[src/rtl/axis_count_check.sv]
// Sink and sequence checker for an incrementing AXI Stream count source.
// Locks onto the first accepted value, then expects previous + 1 and keeps debug statistics.
module axis_count_check #(
  parameter int unsigned WIDTH        = 32,
  parameter int unsigned STALL_PERIOD = 0
) (
  input  logic              clk,
  input  logic              rst,
  input  logic [WIDTH-1:0]  in_TDATA,
  input  logic              in_TVALID,
  output logic              in_TREADY,
  output logic              synced,
  output logic [31:0]       beat_count,
  output logic [15:0]       err_count,
  output logic              err,
  output logic [WIDTH-1:0]  last_bad_got,
  output logic [WIDTH-1:0]  last_bad_exp
);

  localparam int unsigned BEAT_W = 32;
  localparam int unsigned ERR_W  = 16;
  localparam int unsigned CNT_W  = (STALL_PERIOD > 1) ? $clog2(STALL_PERIOD) : 1;

  typedef enum logic {
    SYNC  = 1'b0,
    TRACK = 1'b1
  } state_t;

  state_t             state_q;
  state_t             state_d;
  logic               stall_hit_c;
  logic               accept_c;
  logic               lock_c;
  logic               mismatch_c;
  logic [WIDTH-1:0]   exp_q;
  logic [WIDTH-1:0]   next_exp_c;

  // A period of one would hold TREADY low forever.
  if (STALL_PERIOD == 1) begin : g_bad_period
    $error("axis_count_check: STALL_PERIOD must be 0 or at least 2");
  end

  // Free-running backpressure counter; its last slot drops TREADY for one cycle.
  if (STALL_PERIOD == 0) begin : g_no_stall
    assign stall_hit_c = 1'b0;
  end else begin : g_stall
    logic [CNT_W-1:0] stall_cnt;

    always_ff @(posedge clk) begin
      if (rst) begin
        stall_cnt <= '0;
      end else if (stall_cnt == CNT_W'(STALL_PERIOD - 1)) begin
        stall_cnt <= '0;
      end else begin
        stall_cnt <= stall_cnt + CNT_W'(1);
      end
    end

    assign stall_hit_c = (stall_cnt == CNT_W'(STALL_PERIOD - 1));
  end

  // Ready never looks at TVALID, so the handshake stays AXI-compliant.
  assign in_TREADY  = !rst && !stall_hit_c;
  assign accept_c   = in_TVALID && in_TREADY;
  assign next_exp_c = WIDTH'(in_TDATA + WIDTH'(1));

  always_ff @(posedge clk) begin
    if (rst) begin
      state_q <= SYNC;
    end else begin
      state_q <= state_d;
    end
  end

  always_comb begin
    state_d = state_q;
    case (state_q)
      SYNC:    if (accept_c) state_d = TRACK;
      TRACK:   state_d = TRACK;
      default: state_d = SYNC;
    endcase
  end

  // Beat classification: the first beat only locks, later beats are compared.
  always_comb begin
    lock_c     = 1'b0;
    mismatch_c = 1'b0;
    case (state_q)
      SYNC:    lock_c     = accept_c;
      TRACK:   mismatch_c = accept_c && (in_TDATA != exp_q);
      default: lock_c     = 1'b0;
    endcase
  end

  // Every accepted beat re-seeds exp from its own data, so a gap costs one error.
  always_ff @(posedge clk) begin
    if (rst) begin
      exp_q        <= '0;
      synced       <= 1'b0;
      beat_count   <= '0;
      err_count    <= '0;
      err          <= 1'b0;
      last_bad_got <= '0;
      last_bad_exp <= '0;
    end else if (accept_c) begin
      exp_q <= next_exp_c;
      if (beat_count != {BEAT_W{1'b1}}) begin
        beat_count <= beat_count + BEAT_W'(1);
      end
      if (lock_c) begin
        synced <= 1'b1;
      end
      if (mismatch_c) begin
        err          <= 1'b1;
        last_bad_got <= in_TDATA;
        last_bad_exp <= exp_q;
        if (err_count != {ERR_W{1'b1}}) begin
          err_count <= err_count + ERR_W'(1);
        end
      end
    end
  end

endmodule

[config.mk]
export PLATFORM = sky130hd
export DESIGN_NAME = axis_count_check
export DESIGN_NICKNAME = d
export VERILOG_FILES = /design/src/rtl/axis_count_check.sv
export SDC_FILE = /design/constraint.sdc
export NUM_CORES = 1
export LEC_CHECK = 0
export CORE_ASPECT_RATIO = 2
export CORE_MARGIN = 10
export CORE_UTILIZATION = 50
export CTS_BUF_LIST = sky130_fd_sc_hd__clkbuf_16
export CTS_CLUSTER_SIZE = 30
export DETAILED_ROUTE_END_ITERATION = 8
export PLACE_DENSITY = 0.83
export SLEW_MARGIN = 20
export SYNTH_ARGS = -nofsm -noshare
export SYNTH_HDL_FRONTEND = slang
export SYNTH_SLANG_ARGS = --single-unit
[constraint.sdc]
create_clock -name clk -period 4.9 [get_ports clk]
set_input_delay 1.225 -clock clk [delete_from_list [all_inputs] [get_ports clk]]
set_output_delay 1.225 -clock clk [all_outputs]
set_load 0.005 [all_outputs]
==> results.json <==
{
  "fin_skew_ps": 13.5,
  "fin_crit_sh": 0.753,
  "slew_headroom": 0.448,
  "synth_fa_ha_area_frac": 0.00559,
  "cts_resized": 0,
  "wire_per_inst_um": 18.2,
  "die_w_um": 102,
  "synth_cell_types": 48,
  "die_h_um": 184,
  "row_count": 59,
  "start_util": 0.514,
  "nets": 912,
  "cellLeakagePower_nw": 3.03,
  "grt_pass1_wl_mm": 30.0,
  "gp_congestion": 0.823,
  "track_usage": 0.199,
  "reg2reg_from": "exp_q[20]$_SDFFE_PP0P_",
  "syn-cell-area_um2": 6710,
  "powerDensity_nw_per_um2": 322,
  "hold_viol": 0,
  "synth_seq_cells": 147,
  "cts.sinks": 147,
  "clock_path_buffers": 2,
  "maxSlewViolCount": 0,
  "cts_max_level": 4,
  "cts_inserted_buffers": 17,
  "cp-startpoint": "in_TDATA[20]",
  "synth_compound_area_frac": 0.0718,
  "antenna_found_initial": 0,
  "pre_cts_slack_ps": 837,
  "hold_start": "err$_SDFFE_PP0P_",
  "vias": 5894,
  "hp-class": "reg2reg",
  "syn2layout_area_growth_pct": 31.9,
  "period_minus_slack_ps": 3690,
  "cpMaxStageDelayCell": "nor4_1",
  "ys_warn_count": 0,
  "drc": 0,
  "vias_per_cell": 5.67,
  "place.port_buffers": 149,
  "clock.fmax_mhz": 271,
  "max-vdd-ir-drop_uv": 282,
  "drive_gt1_frac": 0.0575,
  "cp_max_fo": 15,
  "finalSetupViolCount": 0,
  "die-area_um2": 18700,
  "synthMuxAreaShare": 0.104,
  "synthArstFlopShare": 0,
  "hpwl_mm": 13.7,
  "cp_cell_sequence": "clkdlybuf4s50_1 > xnor2_1 > nand4_1 > nor4_1 > and2_1 > buf_4 > nor3_1 > mux2_2",
  "grt_pass1_vias": 5914,
  "synth-xor-area-share": 0.115,
  "grt_start_max_net_pins": 81,
  "crit_family": "simple AND/OR/NAND/NOR gates",
  "worst_slack_ps": 1210,
  "cp_data_required_time_ps": 5200,
  "clkTransAtPathRegs_ps": 60,
  "holdBufCountCts": 0,
  "ant_nets": 0,
  "dr.first_iter.drc_count": 298,
  "yosysSeqAreaShare": 0.438,
  "path_buf_inv": 2,
  "ys.flop_type": "dfxtp_1",
  "worst_pin_slew_ps": 827,
  "avgSynthCellArea_um2": 9.01,
  "tns_ps": 0,
  "yosys.area_share.simple": 0.230,
  "slowest_delay_ps": 570,
  "post_cts_buffers": 0,
  "n_fill_cell": 1011,
  "critPathLaunchType": "input port",
  "wirelength_mm": 18.9,
  "cts_tree": "done",
  "overflow": 0,
  "fp.coreArea_um2": 13100,
  "outcome": "finished, final reports clean",
  "grt_setup_unrepaired": "no",
  "clock-root-buffer": "clkbuf_16",
  "firstDrtPassIters": 4,
  "ios": 150,
  "synth_nets": 783,
  "setup.worst_path.end_class": "flip-flop",
  "synth_top_family_by_area": "simple AND/OR/NAND/NOR gates",
  "crit_arrival_ps": 3990,
  "drv_cap": 0,
  "postSynthCellCount": 745,
  "antenna_cells": 0,
  "clock_latency_ps": 420,
  "synth_edf_count": 0,
  "critPathKind": "in2reg"
}
per-stage QoR:
step                      hold slack (ps)  cell area (um2)  power (mW)  std cells   util
after global placement                450             8240        1.52       1007  0.631
after floorplan                       456             6710        1.41        745      -
final                                 463             8850        2.85       1039  0.678
after CTS                             471             8850        2.87       1039  0.678
after global routing                  520             8850        2.95       1039  0.678
after detailed placement              457             8240        1.52       1007  0.631
flip-flops by register name (all words and copies together), names as in the netlist:
| signal | flops |
|---|---|
| beat_count | 32 |
| exp_q | 32 |
| last_bad_exp | 32 |
| last_bad_got | 32 |
| err_count | 16 |
| err | 1 |
| state_q | 1 |
| synced | 1 |
synth_stat cells (all sizes together), types with 2 or more instances:
| library cell | count | area share |
|---|---|---|
| mux2i | 65 | 0.097 |
| o21ai | 9 | 0.0067 |
| nand4 | 30 | 0.029 |
| xnor2 | 54 | 0.070 |
| a211oi | 27 | 0.030 |
| dfxtp | 147 | 0.44 |
| buf | 25 | 0.019 |
| nand2 | 30 | 0.017 |
| inv | 8 | 0.0045 |
| or3 | 6 | 0.0056 |
| clkbuf | 20 | 0.011 |
| nor4b | 2 | 0.0026 |
| and4 | 10 | 0.013 |
| a21oi | 11 | 0.0082 |
| nor4 | 5 | 0.0047 |
| nor2b | 3 | 0.0028 |
| nor3 | 12 | 0.011 |
| o211ai | 6 | 0.0067 |
| ha | 3 | 0.0056 |
| mux2 | 4 | 0.0073 |
| or2 | 2 | 0.0019 |
| nand3 | 40 | 0.030 |
| and3 | 15 | 0.014 |
| and2 | 5 | 0.0047 |
| nor2 | 143 | 0.080 |
| o31ai | 10 | 0.011 |
| xor2 | 34 | 0.044 |
| or4 | 8 | 0.0095 |
tightest hold or removal path, stage by stage, from the launching register on:
cell,delay [ps]
dfxtp_1,320
nor2_1,40
nor2_1,60
power by group:
part / leakage [nW] / internal, mW / switching, mW
sequential: 1.20 / 1.23 / 0.0315
combinational: 1.53 / 0.113 / 0.123
clock: 0.296 / 0.847 / 0.508
total: 3.03 / 2.19 / 0.662
routing by layer:
metal / vias up / routed length, um / global-route usage
met4: 0 / 657 / 0.100
met3: 42 / 913 / 0.0448
met5: - / 0 / 0
met2: 181 / 10400 / 0.375
li1: 2870 / - / -
met1: 2801 / 6930 / 0.194
cell type report:
class                      instances  area [um2]  area share
multi-input combinational        545        3550       0.401
sequential                       147        2940       0.332
timing repair buffer             155        1530       0.173
clock buffer                      17         425      0.0480
clock inverter                    15         190      0.0215
tap                              152         190      0.0215
inverter                           8        30.0     0.00339
worst paths after layout:
kind | end | slack (ps) | depth (start not counted)
worst max-delay path | err_count[6]$_SDFFE_PP0P_ | 1210 | 8
worst min register to register | err$_SDFFE_PP0P_ | 460 | 2
worst min-delay path | err$_SDFFE_PP0P_ | 460 | 2
worst max register to register | err_count[6]$_SDFFE_PP0P_ | 2270 | 7
kinds of logic (layout without fill, tap and decap cells):
kind of cell               Yosys count  count (layout)
AOI/OAI and AO/OA                   70              70
xor gates and xnor gates            88              88
muxes                               69              69
adders and majority gates            3               3
buffers and inverters               53             195
DFF                                147             147
and+or+nand+nor                    315             315
placed cells by master, fill, tap and decap left out, drive strengths merged, types with 10 or more instances in the layout:
cell | Yosys | layout
clkbuf | 20 | 17
a211oi | 27 | 27
xor2 | 34 | 34
o31ai | 10 | 10
mux2i | 65 | 65
clkdlybuf4s50 | 0 | 147
and3 | 15 | 15
and4 | 10 | 10
xnor2 | 54 | 54
a21oi | 11 | 11
nand2 | 30 | 30
inv | 8 | 10
nand3 | 40 | 40
nor2 | 143 | 143
nand4 | 30 | 30
dfxtp | 147 | 147
nor3 | 12 | 12
(Power assumes the default switching activity.)
